## config.mk

```make
export PLATFORM = sky130hd
export DESIGN_NAME = bin2bcd_seq
export DESIGN_NICKNAME = d
export VERILOG_FILES = /design/src/rtl/bin2bcd_seq.sv
export SDC_FILE = /design/constraint.sdc
export NUM_CORES = 1
export LEC_CHECK = 0
export BUFFER_PORTS_ARGS = -buffer_cell sky130_fd_sc_hd__buf_2
export CAP_MARGIN = 20
export CORE_AREA = 8 8 104 130
export CTS_BUF_LIST = sky130_fd_sc_hd__clkbuf_8
export DETAILED_ROUTE_END_ITERATION = 10
export DIE_AREA = 0 0 112 138
export PLACE_DENSITY = 0.37
export SYNTH_ARGS = -nofsm -noshare
export SYNTH_HDL_FRONTEND = slang
export SYNTH_SLANG_ARGS = --single-unit
```

## constraint.sdc

```tcl
create_clock -name clk -period 3.9 [get_ports clk]
set_input_delay 0.195 -clock clk [delete_from_list [all_inputs] [get_ports clk]]
set_output_delay 0.195 -clock clk [all_outputs]
set_load 0.05 [all_outputs]
```

## src/rtl/bin2bcd_seq.sv

```systemverilog
// rtl/bin2bcd_seq.sv - sequential double-dabble binary-to-BCD converter for the 4-digit display
module bin2bcd_seq #(
  parameter int BIN_W    = 14,
  parameter bit BLANK_LZ = 1'b1
) (
  input  logic             clk,
  input  logic             rst_n,
  input  logic             start,
  input  logic [BIN_W-1:0] bin,
  output logic [15:0]      bcd,
  output logic             busy,
  output logic             done,
  output logic             overflow
);

  localparam int               CNT_W     = $clog2(BIN_W + 1);
  localparam logic [15:0]      BCD_RST   = BLANK_LZ ? 16'hFFF0 : 16'h0000;
  localparam logic [CNT_W-1:0] LAST_STEP = CNT_W'(BIN_W - 1);

  typedef enum logic [1:0] {
    IDLE   = 2'd0,
    SHIFT  = 2'd1,
    FINISH = 2'd2
  } state_t;

  state_t           state;
  state_t           state_next;
  logic [BIN_W-1:0] bin_reg;
  logic [15:0]      scratch;
  logic [CNT_W-1:0] step_cnt;
  logic             ovf_mark;
  logic             in_range;
  logic [15:0]      corrected;
  logic [15:0]      scratch_shift;
  logic [15:0]      blanked;
  logic             blank3;
  logic             blank2;
  logic             blank1;

  // Four digits hold at most 9999; anything larger is shown blank with overflow.
  assign in_range = (32'(bin) <= 32'd9999);

  // Busy covers both the shifting steps and the single FINISH cycle.
  assign busy = (state != IDLE);

  // Add-3 correction: each nibble is corrected on its own, carries never cross nibbles.
  always_comb begin
    corrected = scratch;
    for (int i = 0; i < 4; i++) begin
      if (scratch[4*i +: 4] >= 4'd5) begin
        corrected[4*i +: 4] = scratch[4*i +: 4] + 4'd3;
      end
    end
  end

  // One double-dabble step: the MSB of the binary register enters the scratch LSB.
  assign scratch_shift = {corrected[14:0], bin_reg[BIN_W-1]};

  // Leading-zero blanking from digit 3 downward; digit 0 always shows.
  always_comb begin
    blanked = scratch;
    blank3  = BLANK_LZ && (scratch[15:12] == 4'd0);
    blank2  = blank3 && (scratch[11:8] == 4'd0);
    blank1  = blank2 && (scratch[7:4] == 4'd0);
    if (blank3) blanked[15:12] = 4'hF;
    if (blank2) blanked[11:8]  = 4'hF;
    if (blank1) blanked[7:4]   = 4'hF;
  end

  // State register.
  always_ff @(posedge clk) begin
    if (!rst_n) begin
      state <= IDLE;
    end else begin
      state <= state_next;
    end
  end

  // Next-state logic: out-of-range values skip the shift phase entirely.
  always_comb begin
    state_next = state;
    case (state)
      IDLE: begin
        if (start) begin
          state_next = in_range ? SHIFT : FINISH;
        end
      end
      SHIFT: begin
        if (step_cnt == LAST_STEP) begin
          state_next = FINISH;
        end
      end
      FINISH: begin
        state_next = IDLE;
      end
      default: begin
        state_next = IDLE;
      end
    endcase
  end

  // Datapath: capture on start, shift per step, publish result only at FINISH.
  always_ff @(posedge clk) begin
    if (!rst_n) begin
      bcd      <= BCD_RST;
      done     <= 1'b0;
      overflow <= 1'b0;
      bin_reg  <= '0;
      scratch  <= '0;
      step_cnt <= '0;
      ovf_mark <= 1'b0;
    end else begin
      done <= 1'b0;
      case (state)
        IDLE: begin
          if (start) begin
            bin_reg  <= bin;
            scratch  <= '0;
            step_cnt <= '0;
            overflow <= 1'b0;
            ovf_mark <= !in_range;
          end
        end
        SHIFT: begin
          scratch  <= scratch_shift;
          bin_reg  <= bin_reg << 1;
          step_cnt <= step_cnt + CNT_W'(1);
        end
        FINISH: begin
          done <= 1'b1;
          if (ovf_mark) begin
            bcd      <= 16'hFFFF;
            overflow <= 1'b1;
          end else begin
            bcd <= blanked;
          end
        end
        default: begin
        end
      endcase
    end
  end

endmodule

```

After elaboration in Yosys (flattened, before gate mapping) --
Index checks and enable logic that the tools add are counted. Widths: inputs -> output; s select.
Cells by class: add/subtract/negate cells 5, multiply operators 0, divide/modulo/power cells 0, order comparisons 5, eq/ne operators 6, shifts and indexed selects 0, multiplexer cells 22, bitwise operators 0, reductions and logical operators 14
Operators with widths (count):
- $mux 16 | 2
- $pmux 16 s2 | 1
- $mux 4 | 7
- $pmux 14 s2 | 1
- $ge 4x3->1 const B | 4
- $le 14x14->1 const B | 1
- $mux 14 | 1
- $add 4x2->4 const B | 3
- $logic_not 4->1 | 3
- $pmux 4 s2 | 1
- $mux 2 | 3
- $ne 2x2->1 const B | 3
- $reduce_and 2->1 | 3
- $reduce_bool 2->1 | 3
- $add 4x1->4 const B | 1
- $eq 4x4->1 const B | 1
- $pmux 2 s2 | 1
- $add 3x2->3 const B | 1
- $mux 1 | 3
- $mux 3 | 1
- $reduce_and 3->1 | 1
- $eq 2x1->1 const B | 1
- $eq 2x2->1 const B | 1
- $logic_and 1x1->1 | 2
- other kinds (3) | 3
Storage, ports and cells: bits in registers 55, latch bits 0, bits in writable memories 0, bits in read-only memories 0, input port bits 17, output and inout port bits 19, word-level logic and storage cells 60, memories 0

Logic depth before layout (Yosys ltp) --
Gate-level depths: netlist (run 1).
depth in word-level cells 5, depth in mapped cells 5, depth with buffers taken out 5

Least setup slack after synthesis (run 1) --
No wires, ideal clock.
kind reg2reg, from register scratch[8], to register scratch[12], library setup time 70 ps, arrival time 1320 ps, data required time 3830 ps, setup slack 2510 ps, stages on the path, launching flop included 6, buffers on the path 0, clock period less this slack 1390 ps, cell sequence dfxtp_1 inv_1 ha_1 nand2b_1 or4b_1 a21boi_1
On the way: word-level cells in the longest chain between the ends 3, elaborated cells on any way between the ends 4, classes of those cells 1 x add/sub; 1 x order compare; 2 x mux
RTL lines:
- start, declared | line 29 | logic [15:0] scratch;
- start signal, assigned | line 125 | scratch <= scratch_shift;
- $add 4x2->4 / $ge 4x3->1 (equally long branches) | line 51, 50
- $mux 4 * | line 50 | if (scratch[4*i +: 4] >= 4'd5) begin
- $pmux 16 s2 * | line 114 | case (state)
Every way passes the cells marked *; elsewhere a longest branch is shown, timed or not. A chain may end at the register's enable or synchronous reset.

Worst setup path after layout (run 1) --
from register state[1], to register bcd[3]
On the way: word-level cells in the longest chain between the ends 1
RTL lines:
- start, declared | line 26 | state_t state;
- start signal, assigned | line 75 | state <= state_next;
- $eq 2x2->1 | line 114
- end signal, assigned | line 135 | bcd <= blanked;
- end, declared | line 10 | output logic [15:0] bcd,
Every way passes these cells.

==> results_tabular.tex, run 1 <==
\begin{tabular}{lr}
\hline
Metric & Value \\
\hline
\multicolumn{2}{l}{\textbf{Placed design}} \\
Routability-driven placement congestion ratio & 0.719 \\
Minimum setup slack after placement & 1.76 ns \\
HPWL Detailed & 5410 um \\
Count of input and output buffers & 35 \\
\multicolumn{2}{l}{\textbf{Timing}} \\
Final count of pins violating max slew & 0 \\
Setup slack after layout & 1.76 ns \\
Setup repair after global routing missed its margin & false \\
Number of failing setup endpoints in the final timing report & 0 \\
Upper clock frequency limit & 468 MHz \\
Period utilisation layout & 0.548 \\
Number of hold violations in the final report & 0 \\
Final total negative setup slack & 0 ns \\
Normalized max-slew margin & 0.400 \\
Min Clock Period, post-route & 2.14 ns \\
Min Hold Slack & 0.130 ns \\
Actual slew at the worst max-slew pin & 0.898 ns \\
Final worst clock skew & 0.00967 ns \\
\multicolumn{2}{l}{\textbf{Floorplanning}} \\
Total Die Area & 0.0155 sq mm \\
I/O pins & 36 \\
Placeable Area & 0.0115 sq mm \\
Initial standard-cell utilization of the core & 0.245 \\
Count of standard-cell rows & 44 \\
Horiz. Die Dim & 112 um \\
DIE HEIGHT & 138 um \\
\multicolumn{2}{l}{\textbf{Routing}} \\
Remaining DRCs & 0 \\
Initial DRC count & 144 \\
Final antenna-violating net count & 0 \\
First drt pass iteration count & 4 \\
Drt total wl & 8040 um \\
Via density & 5.02 \\
Routed len/inst & 16.9 um \\
Total number of vias & 2396 \\
\multicolumn{2}{l}{\textbf{Hold path}} \\
Worst Hold Class & input pin to register \\
Min-delay src & bin[0] \\
Number of cells traversed by the worst hold path & 3 \\
\multicolumn{2}{l}{\textbf{Clocking}} \\
H-tree depth reported by CTS & 2 \\
Hold buffers post-CTS & 0 \\
Post-CTS setup-driven buffer insertion count & 0 \\
Register clock-pin slew on the reported worst setup and hold paths & 0.11 ns \\
Number of clock sinks & 55 \\
Clock tree from TritonCTS & done \\
Clk\_lat worst skew & 0.32 ns \\
Number of gates given a new drive strength after cts & 0 \\
Clock tree buffer depth & 2 \\
Clock tree root buffer cell & clkbuf\_8 \\
CTS buffer count & 5 \\
\multicolumn{2}{l}{\textbf{Setup path}} \\
Crit path max fanout & 25 \\
Critical path required time & 4.14 ns \\
Maximum cell stage delay along the critical path & 0.93 ns \\
Critical path cell sequence & nor2b\_2 > o21ai\_0 > a21boi\_0 \\
Crit path launch & state[1] \\
Launch point of the worst reg-to-reg path & state[1] \\
Type of the worst setup path & register to register \\
Slowest-stage cell, CP & dfxtp\_1 \\
Cell family with the largest share of critical-path delay & flip-flops \\
Data arrival time at the worst-slack endpoint & 2.38 ns \\
Worst path bufs/invs & 0 \\
Worst Reg-to-Reg Cells & 3 \\
Cell count along the critical path & 3 \\
Crit end category & register \\
Critical path startpoint category & register \\
\multicolumn{2}{l}{\textbf{Logic synthesis}} \\
Post-synth top flop & dfxtp\_1 \\
Cell with the most instances after synthesis & dfxtp\_1 \\
Cell count after synthesis & 318 \\
Fraction of synthesized cell area taken by the top area cell type & 0.392 \\
Proportion of synthesized chip area in sequential cells & 0.392 \\
Post-synth top area cell & dfxtp\_1 \\
Total of flip-flops plus latches after synthesis & 55 \\
Total standard cell area after synthesis & 0.00281 sq mm \\
Post-synthesis net count & 347 \\
Number of synthesized flops with an enable pin & 0 \\
Warnings from Yosys & 0 \\
Synthesized area per cell & 8.83 sq um \\
Largest cells by area after synthesis & dfxtp\_1 (39\%), ha\_1 (5.3\%), nand3\_1 (4.3\%) \\
Fraction of registers with async set or reset after synthesis & 0 \\
Cell variety after synth & 50 \\
Most frequent cells after synthesis & dfxtp\_1 (55), nor2\_1 (25), nand3\_1 (24), nand2\_1 (17), o21ai\_0 (17) \\
\multicolumn{2}{l}{\textbf{Global route}} \\
GRT overflow & 0 \\
Antenna violations before repair & 0 \\
Wire length of the first global-routing pass & 13300 um \\
Via count of the first global-routing pass & 2454 \\
Total global routing track utilization & 0.105 \\
Maximum number of pins on one net before global-route repair & 43 \\
\multicolumn{2}{l}{\textbf{Run}} \\
Count of max-cap constraint violations & 0 \\
\multicolumn{2}{l}{\textbf{Final layout}} \\
\# fillers & 1250 \\
Area growth, synth to finish & 13.5\% \\
Number of nets in the layout & 367 \\
Fraction of layout instances using a drive strength above 1 & 0.204 \\
Antenna fix cells & 0 \\
\multicolumn{2}{l}{\textbf{Run status}} \\
Run status & finished, final reports clean \\
\multicolumn{2}{l}{\textbf{Pwr}} \\
Power per unit of standard cell area & 362 mW/mm\^{}2 \\
Static leakage & 1.12 nW \\
Maximum ir drop on the vdd rail & 0.170 mV \\
\hline
\end{tabular}
## stage by stage
stage	utilization	instance area [sq um]	instances	power, W
final	0.279	3190	477	0.00115
after global routing	0.279	3190	477	0.00121
after CTS	0.279	3190	477	0.00118
after detailed placement	0.268	3070	469	0.000760
after global placement	0.268	3070	469	0.000760
after floorplan	-	2810	318	0.000714
## area by class of cell
| class | instances | area [sq um] | share of cell area |
|---|---|---|---|
| clock inverters | 2 | 35.0 | 0.0110 |
| flip-flops and latches | 55 | 1100 | 0.345 |
| inverters | 10 | 37.5 | 0.0118 |
| multi-input cells | 226 | 1550 | 0.485 |
| clock buffers | 6 | 82.6 | 0.0259 |
| repair buffers | 40 | 213 | 0.0667 |
| well taps | 138 | 173 | 0.0541 |
## report_power, final
group / internal (W) / leakage (nW) / switching [W]
clock: 0.000208 / 0.0612 / 0.000203
combinational: 0.0000551 / 0.610 / 0.0000857
sequential: 0.000583 / 0.448 / 0.0000200
## worst reg2reg max path: cells and delay by family, from the launching register on
kind | cells | cell delay, ns
AND/OR/NAND/NOR | 1 | 0.71
flip-flops | 1 | 0.93
AO/OA/AOI/OAI | 2 | 0.42
## worst paths after layout
| kind | to | slack, ns |
|---|---|---|
| setup reg to reg | bcd[3] | 1.76 |
| setup / recovery | bcd[3] | 1.76 |
| hold reg to reg | bcd[3] | 0.47 |
| hold / removal | bin_reg[0] | 0.13 |
## placed cells by master, fill, tap and decap left out, types with 2 or more instances in the layout
master,n
clkbuf_8,6
nand3_1,24
o31ai_1,2
nor3b_1,3
inv_1,10
o221a_2,9
nand4_1,2
a21boi_0,13
o221ai_1,8
o21ai_0,17
nor2b_1,11
o211ai_1,7
nand3b_1,2
dfxtp_1,55
o22ai_1,2
ha_1,12
nor4b_1,5
a2111o_1,8
o21a_1,2
nor2_1,25
nand2b_1,6
buf_4,5
o32ai_1,4
buf_2,35
nand2_1,17
a2bb2oi_1,3
a21oi_1,14
or2_2,6
a211oi_1,4
## layer usage
metal  up-vias  track usage  part of all wire
li1       1209            -                 -
met1      1137        0.132              0.48
met2        45        0.172              0.46
met3         5       0.0261             0.045
met4         0       0.0335             0.011
met5         -            0                 0
## cell families (layout without fill, tap and decap cells)
group	count (synthesis)	after routing	synth area share
DFF	55	55	0.392
and+or+nand+nor	112	112	0.219
buffers and inverters	37	58	0.0570
xor gates and xnor gates	1	1	0.00312
AOI/OAI and AO/OA	101	101	0.275
adders and majority gates	12	12	0.0535
Power figures use the tool's default switching activity.
==> run 2, diff against run 1 <==
==> constraint.sdc (replaced) <==
create_clock -name clk -period 2 [get_ports clk]
set_input_delay 0.1 -clock clk [delete_from_list [all_inputs] [get_ports clk]]
set_output_delay 0.1 -clock clk [all_outputs]
set_load 0.05 [all_outputs]
==> results_tabular.tex, run 2 (synthesis results as in run 1) <==
\begin{tabular}{lr}
\hline
Metric & Value \\
\hline
\multicolumn{2}{l}{\textbf{Pwr}} \\
Power per unit of standard cell area & 675 mW/mm\^{}2 (was 362 mW/mm\^{}2) \\
Static leakage & 1.17 nW (was 1.12 nW) \\
Maximum ir drop on the vdd rail & 0.241 mV (was 0.170 mV) \\
\multicolumn{2}{l}{\textbf{Routing}} \\
First drt pass iteration count & 4 (unchanged) \\
Remaining DRCs & 0 (unchanged) \\
Final antenna-violating net count & 0 (unchanged) \\
Via density & 5.03 (was 5.02) \\
Total number of vias & 2456 (was 2396) \\
Initial DRC count & 75 (was 144) \\
Routed len/inst & 16.4 um (was 16.9 um) \\
Drt total wl & 8020 um (was 8040 um) \\
\multicolumn{2}{l}{\textbf{Clocking}} \\
Clk\_lat worst skew & 0.31 ns (was 0.32 ns) \\
Clock tree buffer depth & 2 (unchanged) \\
Register clock-pin slew on the reported worst setup and hold paths & 0.10 ns (was 0.11 ns) \\
CTS buffer count & 5 (unchanged) \\
Clock tree from TritonCTS & done (unchanged) \\
Post-CTS setup-driven buffer insertion count & 0 (unchanged) \\
Hold buffers post-CTS & 0 (unchanged) \\
H-tree depth reported by CTS & 2 (unchanged) \\
Clock tree root buffer cell & clkbuf\_8 (unchanged) \\
Number of gates given a new drive strength after cts & 0 (unchanged) \\
Number of clock sinks & 55 (unchanged) \\
\multicolumn{2}{l}{\textbf{Timing}} \\
Setup slack after layout & 0.333 ns (was 1.76 ns) \\
Setup repair after global routing missed its margin & false (unchanged) \\
Final count of pins violating max slew & 0 (unchanged) \\
Min Hold Slack & 0.0457 ns (was 0.130 ns) \\
Period utilisation layout & 0.833 (was 0.548) \\
Upper clock frequency limit & 600 MHz (was 468 MHz) \\
Min Clock Period, post-route & 1.67 ns (was 2.14 ns) \\
Number of hold violations in the final report & 0 (unchanged) \\
Final worst clock skew & 0.0113 ns (was 0.00967 ns) \\
Final total negative setup slack & 0 ns (unchanged) \\
Normalized max-slew margin & 0.676 (was 0.400) \\
Actual slew at the worst max-slew pin & 0.484 ns (was 0.898 ns) \\
Number of failing setup endpoints in the final timing report & 0 (unchanged) \\
\multicolumn{2}{l}{\textbf{Setup path}} \\
Type of the worst setup path & register to register (unchanged) \\
Critical path cell sequence & buf\_4 > nand3b\_1 > or2\_2 > o211ai\_1 (was nor2b\_2 > o21ai\_0 > a21boi\_0) \\
Critical path startpoint category & register (unchanged) \\
Crit end category & register (unchanged) \\
Worst path bufs/invs & 1 (was 0) \\
FF-to-FF End & scratch[10] (was bcd[3]) \\
Cell family with the largest share of critical-path delay & simple AND/OR/NAND/NOR gates (was flip-flops) \\
Crit path max fanout & 22 (was 25) \\
Worst Reg-to-Reg Cells & 4 (was 3) \\
Data arrival time at the worst-slack endpoint & 1.91 ns (was 2.38 ns) \\
Launch point of the worst reg-to-reg path & state[1] (unchanged) \\
Maximum cell stage delay along the critical path & 0.45 ns (was 0.93 ns) \\
Slowest-stage cell, CP & nand3b\_1 (was dfxtp\_1) \\
FF-to-FF setup slack & 0.33 ns (was 1.76 ns) \\
Critical path required time & 2.24 ns (was 4.14 ns) \\
\multicolumn{2}{l}{\textbf{Floorplanning}} \\
Horiz. Die Dim & 112 um (unchanged) \\
I/O pins & 36 (unchanged) \\
Count of standard-cell rows & 44 (unchanged) \\
Total Die Area & 0.0155 sq mm (unchanged) \\
Initial standard-cell utilization of the core & 0.245 (unchanged) \\
DIE HEIGHT & 138 um (unchanged) \\
Placeable Area & 0.0115 sq mm (unchanged) \\
\multicolumn{2}{l}{\textbf{Placed design}} \\
Routability-driven placement congestion ratio & 0.710 (was 0.719) \\
HPWL Detailed & 5710 um (was 5410 um) \\
Minimum setup slack after placement & 0.366 ns (was 1.76 ns) \\
Placed instance count & 481 (was 469) \\
Count of input and output buffers & 35 (unchanged) \\
\multicolumn{2}{l}{\textbf{Global route}} \\
Wire length of the first global-routing pass & 13600 um (was 13300 um) \\
Antenna violations before repair & 0 (unchanged) \\
Via count of the first global-routing pass & 2525 (was 2454) \\
Total global routing track utilization & 0.106 (was 0.105) \\
Maximum number of pins on one net before global-route repair & 24 (was 43) \\
GRT overflow & 0 (unchanged) \\
\multicolumn{2}{l}{\textbf{Final layout}} \\
Antenna fix cells & 0 (unchanged) \\
Most common cell after layout, fill and taps aside & dfxtp\_1 (unchanged) \\
Area growth, synth to finish & 16.2\% (was 13.5\%) \\
Final std cells w/o fill & 488 (was 477) \\
Post-layout util & 0.285 (was 0.279) \\
Number of nets in the layout & 379 (was 367) \\
Leading cell types in the layout, fill and taps excluded & dfxtp\_1 (55), buf\_2 (35), nor2\_1 (25) (unchanged) \\
Fraction of layout instances using a drive strength above 1 & 0.226 (was 0.204) \\
\multicolumn{2}{l}{\textbf{Hold path}} \\
Worst Hold Class & input pin to register (unchanged) \\
Hold path endpoint & bin\_reg[0] (unchanged) \\
Min-delay src & bin[0] (unchanged) \\
Number of cells traversed by the worst hold path & 3 (unchanged) \\
\multicolumn{2}{l}{\textbf{Run}} \\
Count of max-cap constraint violations & 0 (unchanged) \\
\multicolumn{2}{l}{\textbf{Run status}} \\
Run status & finished, final reports clean (unchanged) \\
\hline
\end{tabular}
[run 2: worst max-delay path by stage]
stage                           start           to  slack (ns)  depth (start not counted)
final                        state[1]  scratch[10]        0.33                          4
after detailed placement  scratch[12]       bcd[6]        0.37                          5
after CTS                 scratch[12]       bcd[6]        0.35                          5
after global placement    scratch[12]       bcd[6]        0.39                          5
after global routing      scratch[12]       bcd[8]        0.22                          5
after floorplan            scratch[8]  scratch[12]        0.61                          5
[run 2: power by group]
part,leakage (nW),switching [W],total [W],internal [W]
logic,0.671,0.000186,0.000311,0.000126
clock network,0.0554,0.000368,0.000731,0.000363
registers,0.448,0.0000250,0.00116,0.00114
[run 2: metrics by stage]
stage	cell area, sq um	power, W
floorplan	2810	0.00139
global placement	3160	0.00151
detailed placement	3160	0.00151
CTS	3260	0.00226
global route	3260	0.00232
finish	3260	0.00220
[run 2: worst reg2reg max path: stages, from the launching register on]
cell and delay (ns):
dfxtp_1 0.35, buf_4 0.22, nand3b_1 0.45, or2_2 0.42, o211ai_1 0.16
[run 2: cell type report]
cell class,count,area [sq um]
multi-input combinational,226,1550
fill,1256,8190
inverter,10,37.5
tap,138,173
timing repair buffer,52,303
clock buffer,5,68.8
sequential,55,1100
clock inverter,2,33.8
[run 2: metal layers]
layer,track usage,vias up,share of wire
met4,0.0335,0,0.015
li1,-,1229,-
met3,0.0266,8,0.041
met1,0.133,1174,0.48
met5,0,-,0
met2,0.175,45,0.46
==> run 3, diff against run 2 <==
--- a/config.mk
+++ b/config.mk
@@ -5,12 +5,13 @@
 export SDC_FILE = /design/constraint.sdc
 export NUM_CORES = 1
 export LEC_CHECK = 0
+export ABC_AREA = 1
 export BUFFER_PORTS_ARGS = -buffer_cell sky130_fd_sc_hd__buf_2
 export CAP_MARGIN = 20
-export CORE_AREA = 8 8 104 130
+export CORE_AREA = 8 8 101 126
 export CTS_BUF_LIST = sky130_fd_sc_hd__clkbuf_8
 export DETAILED_ROUTE_END_ITERATION = 10
-export DIE_AREA = 0 0 112 138
+export DIE_AREA = 0 0 109 134
 export PLACE_DENSITY = 0.37
 export SYNTH_ARGS = -nofsm -noshare
 export SYNTH_HDL_FRONTEND = slang
==> constraint.sdc (replaced) <==
create_clock -name clk -period 1.6 [get_ports clk]
set_input_delay 0.08 -clock clk [delete_from_list [all_inputs] [get_ports clk]]
set_output_delay 0.08 -clock clk [all_outputs]
set_load 0.05 [all_outputs]
==> results_tabular.tex, run 3 <==
\begin{tabular}{lr}
\hline
Metric & Value \\
\hline
\multicolumn{2}{l}{\textbf{Run status}} \\
Run status & finished, final reports clean (unchanged) \\
\multicolumn{2}{l}{\textbf{Timing}} \\
Final worst clock skew & 0.0104 ns (was 0.0113 ns) \\
Number of hold violations in the final report & 0 (unchanged) \\
Number of failing setup endpoints in the final timing report & 0 (unchanged) \\
Setup slack after layout & 0.177 ns (was 0.333 ns) \\
Final total negative setup slack & 0 ns (unchanged) \\
Period utilisation layout & 0.889 (was 0.833) \\
Normalized max-slew margin & 0.792 (was 0.676) \\
Setup repair after global routing missed its margin & false (unchanged) \\
Min Clock Period, post-route & 1.42 ns (was 1.67 ns) \\
Upper clock frequency limit & 703 MHz (was 600 MHz) \\
Final count of pins violating max slew & 0 (unchanged) \\
Actual slew at the worst max-slew pin & 0.311 ns (was 0.484 ns) \\
\multicolumn{2}{l}{\textbf{Clocking}} \\
Number of clock sinks & 55 (unchanged) \\
Clock tree from TritonCTS & done (unchanged) \\
Post-CTS setup-driven buffer insertion count & 0 (unchanged) \\
Clock tree root buffer cell & clkbuf\_8 (unchanged) \\
Clock tree buffer depth & 2 (unchanged) \\
Clk\_lat worst skew & 0.31 ns (about the same) \\
CTS buffer count & 5 (unchanged) \\
Hold buffers post-CTS & 0 (unchanged) \\
Number of gates given a new drive strength after cts & 0 (unchanged) \\
Register clock-pin slew on the reported worst setup and hold paths & 0.10 ns (about the same) \\
H-tree depth reported by CTS & 2 (unchanged) \\
\multicolumn{2}{l}{\textbf{Hold path}} \\
Worst Hold Class & input pin to register (unchanged) \\
Min-delay src & bin[0] (unchanged) \\
\multicolumn{2}{l}{\textbf{Floorplanning}} \\
Total Die Area & 0.0146 sq mm (was 0.0155 sq mm) \\
Initial standard-cell utilization of the core & 0.243 (was 0.245) \\
Count of standard-cell rows & 43 (was 44) \\
DIE HEIGHT & 134 um (was 138 um) \\
I/O pins & 36 (unchanged) \\
Horiz. Die Dim & 109 um (was 112 um) \\
Placeable Area & 0.0108 sq mm (was 0.0115 sq mm) \\
\multicolumn{2}{l}{\textbf{Logic synthesis}} \\
Total standard cell area after synthesis & 0.00263 sq mm (was 0.00281 sq mm) \\
Warnings from Yosys & 0 (unchanged) \\
Fraction of registers with async set or reset after synthesis & 0 (unchanged) \\
Cell with the most instances after synthesis & nand2\_1 (was dfxtp\_1) \\
Synthesized area per cell & 7.35 sq um (was 8.83 sq um) \\
Post-synth top flop & dfxtp\_1 (unchanged) \\
Cell count after synthesis & 358 (was 318) \\
Largest cells by area after synthesis & dfxtp\_1 (42\%), nand2\_1 (16\%), a21oi\_1 (5.7\%) (was dfxtp\_1 (39\%), ha\_1 (5.3\%), nand3\_1 (4.3\%)) \\
Fraction of synthesized cell area taken by the top area cell type & 0.418 (was 0.392) \\
Cell variety after synth & 23 (was 50) \\
Number of synthesized flops with an enable pin & 0 (unchanged) \\
Most frequent cells after synthesis & nand2\_1 (110), dfxtp\_1 (55), a21oi\_1 (30), inv\_1 (30), nand3\_1 (24) (was dfxtp\_1 (55), nor2\_1 (25), nand3\_1 (24), nand2\_1 (17), o21ai\_0 (17)) \\
Post-synth top area cell & dfxtp\_1 (unchanged) \\
Total of flip-flops plus latches after synthesis & 55 (unchanged) \\
Proportion of synthesized chip area in sequential cells & 0.418 (was 0.392) \\
Post-synthesis net count & 387 (was 347) \\
\multicolumn{2}{l}{\textbf{Global route}} \\
Maximum number of pins on one net before global-route repair & 28 (was 24) \\
Total global routing track utilization & 0.100 (was 0.106) \\
Via count of the first global-routing pass & 2397 (was 2525) \\
GRT overflow & 0 (unchanged) \\
Wire length of the first global-routing pass & 11600 um (was 13600 um) \\
Antenna violations before repair & 0 (unchanged) \\
\multicolumn{2}{l}{\textbf{Routing}} \\
Initial DRC count & 52 (was 75) \\
Final antenna-violating net count & 0 (unchanged) \\
Remaining DRCs & 0 (unchanged) \\
Routed len/inst & 12.9 um (was 16.4 um) \\
Total number of vias & 2375 (was 2456) \\
Via density & 4.46 (was 5.03) \\
First drt pass iteration count & 4 (unchanged) \\
Drt total wl & 6860 um (was 8020 um) \\
\multicolumn{2}{l}{\textbf{Setup path}} \\
Worst path bufs/invs & 1 (unchanged) \\
Cell family with the largest share of critical-path delay & simple AND/OR/NAND/NOR gates (unchanged) \\
Critical path required time & 1.86 ns (was 2.24 ns) \\
Maximum cell stage delay along the critical path & 0.35 ns (was 0.45 ns) \\
Data arrival time at the worst-slack endpoint & 1.69 ns (was 1.91 ns) \\
Crit end category & register (unchanged) \\
Cell seen most often among critical-path stages & nand2\_1 \\
Critical path startpoint category & register (unchanged) \\
Critical path cell sequence & inv\_1 > ha\_1 > nand2\_1 > nor2\_1 > nand4\_1 > nand2\_1 > nand2\_1 > nand2\_1 (was buf\_4 > nand3b\_1 > or2\_2 > o211ai\_1) \\
Crit path max fanout & 4 (was 22) \\
Crit path launch & scratch[12] (was state[1]) \\
Launch point of the worst reg-to-reg path & scratch[12] (was state[1]) \\
Type of the worst setup path & register to register (unchanged) \\
Slowest-stage cell, CP & dfxtp\_1 (was nand3b\_1) \\
\multicolumn{2}{l}{\textbf{Placed design}} \\
Count of input and output buffers & 35 (unchanged) \\
Minimum setup slack after placement & 0.187 ns (was 0.366 ns) \\
Placement Cell Area & 0.00296 sq mm (was 0.00316 sq mm) \\
HPWL Detailed & 5140 um (was 5710 um) \\
Routability-driven placement congestion ratio & 0.754 (was 0.710) \\
\multicolumn{2}{l}{\textbf{Pwr}} \\
Sw frac & 0.265 (was 0.263) \\
Combinational fraction of design power & 0.125 (was 0.141) \\
Sequential power share & 0.522 (was 0.527) \\
Internal power component & 0.00204 W (was 0.00163 W) \\
Power per unit of standard cell area & 900 mW/mm\^{}2 (was 675 mW/mm\^{}2) \\
Static leakage & 1.32 nW (was 1.17 nW) \\
Clock network fraction of total power & 0.353 (was 0.332) \\
Maximum ir drop on the vdd rail & 0.320 mV (was 0.241 mV) \\
Power spent charging and discharging nets & 0.000735 W (was 0.000579 W) \\
\multicolumn{2}{l}{\textbf{Final layout}} \\
Area growth, synth to finish & 17.0\% (was 16.2\%) \\
Most common cell after layout, fill and taps aside & nand2\_1 (was dfxtp\_1) \\
Fraction of layout instances using a drive strength above 1 & 0.168 (was 0.226) \\
Design area & 0.00308 sq mm (was 0.00326 sq mm) \\
Post-layout util & 0.285 (about the same) \\
Antenna fix cells & 0 (unchanged) \\
Leading cell types in the layout, fill and taps excluded & nand2\_1 (110), dfxtp\_1 (55), buf\_2 (35) (was dfxtp\_1 (55), buf\_2 (35), nor2\_1 (25)) \\
Number of nets in the layout & 426 (was 379) \\
\multicolumn{2}{l}{\textbf{Run}} \\
Count of max-cap constraint violations & 0 (unchanged) \\
\hline
\end{tabular}
run 3: cell count changes after synthesis, sizes merged, moves of 6 or more:
cell    before  now
nand2b       6    0
clkbuf       9    3
nor2b       12    0
buf         18   10
a2111o       8    0
a21oi       14   30
a31oi        0    9
nand4        2    9
a21boi      14    0
inv         10   33
o221a        9    0
o221ai       8    0
nand2       17  112
run 3: kinds of logic (layout without fill, tap and decap cells):
group | after synthesis | count (layout) | share of synthesized area
and+or+nand+nor | 176 | 176 | 0.294
AOI/OAI and AO/OA | 69 | 69 | 0.145
DFF | 55 | 55 | 0.418
buffers and inverters | 46 | 86 | 0.0855
adders and majority gates | 12 | 12 | 0.0570
run 3: final cells by class:
type	instances	area, sq um
multi-input combinational	257	1310
inverter	33	124
tap	135	169
timing repair buffer	45	263
clock inverter	2	35.0
clock buffer	6	82.6
fill	1220	7730
sequential	55	1100
run 3: worst reg2reg max path: stages (launching register included):
cell and delay, ns:
dfxtp_1 0.35, inv_1 0.10, ha_1 0.21, nand2_1 0.10, nor2_1 0.19, nand4_1 0.22, nand2_1 0.12, nand2_1 0.05
nand2_1 0.04
run 3: stage by stage:
| step | hold WS (ns) | power, W | cells |
|---|---|---|---|
| final | 0.0165 | 0.00277 | 533 |
| after global placement | 0.347 | 0.00184 | 525 |
| after global routing | 0.0194 | 0.00294 | 533 |
| after floorplan | 0.227 | 0.00173 | 358 |
| after CTS | 0.00157 | 0.00285 | 533 |
| after detailed placement | 0.349 | 0.00184 | 525 |
run 3: final timing paths:
kind / cells past startpoint / end / slack (ns)
setup / recovery: 8 / bcd[5] / 0.18
hold / removal: 3 / bin_reg[0] / 0.02
setup reg to reg: 8 / bcd[5] / 0.18
hold reg to reg: 2 / bin_reg[0] / 0.47
run 3: power by group through the flow:
stage | clock network, W | logic [W] | registers (W)
final | 0.000979 | 0.000347 | 0.00145
after global routing | 0.00110 | 0.000389 | 0.00145
after CTS | 0.00105 | 0.000359 | 0.00145
after detailed placement | 0 | 0.000358 | 0.00148
after global placement | 0 | 0.000358 | 0.00148
after floorplan | 0 | 0.000232 | 0.00150
run 3: routing by layer:
metal  part of all wire  vias to the layer above  track usage  wire length, um
li1                   -                     1252            -                -
met2               0.48                       41        0.172             3310
met4              0.013                        0       0.0366               89
met3              0.043                        5       0.0254              295
met5                  0                        -            0                0
met1               0.46                     1077        0.115             3170
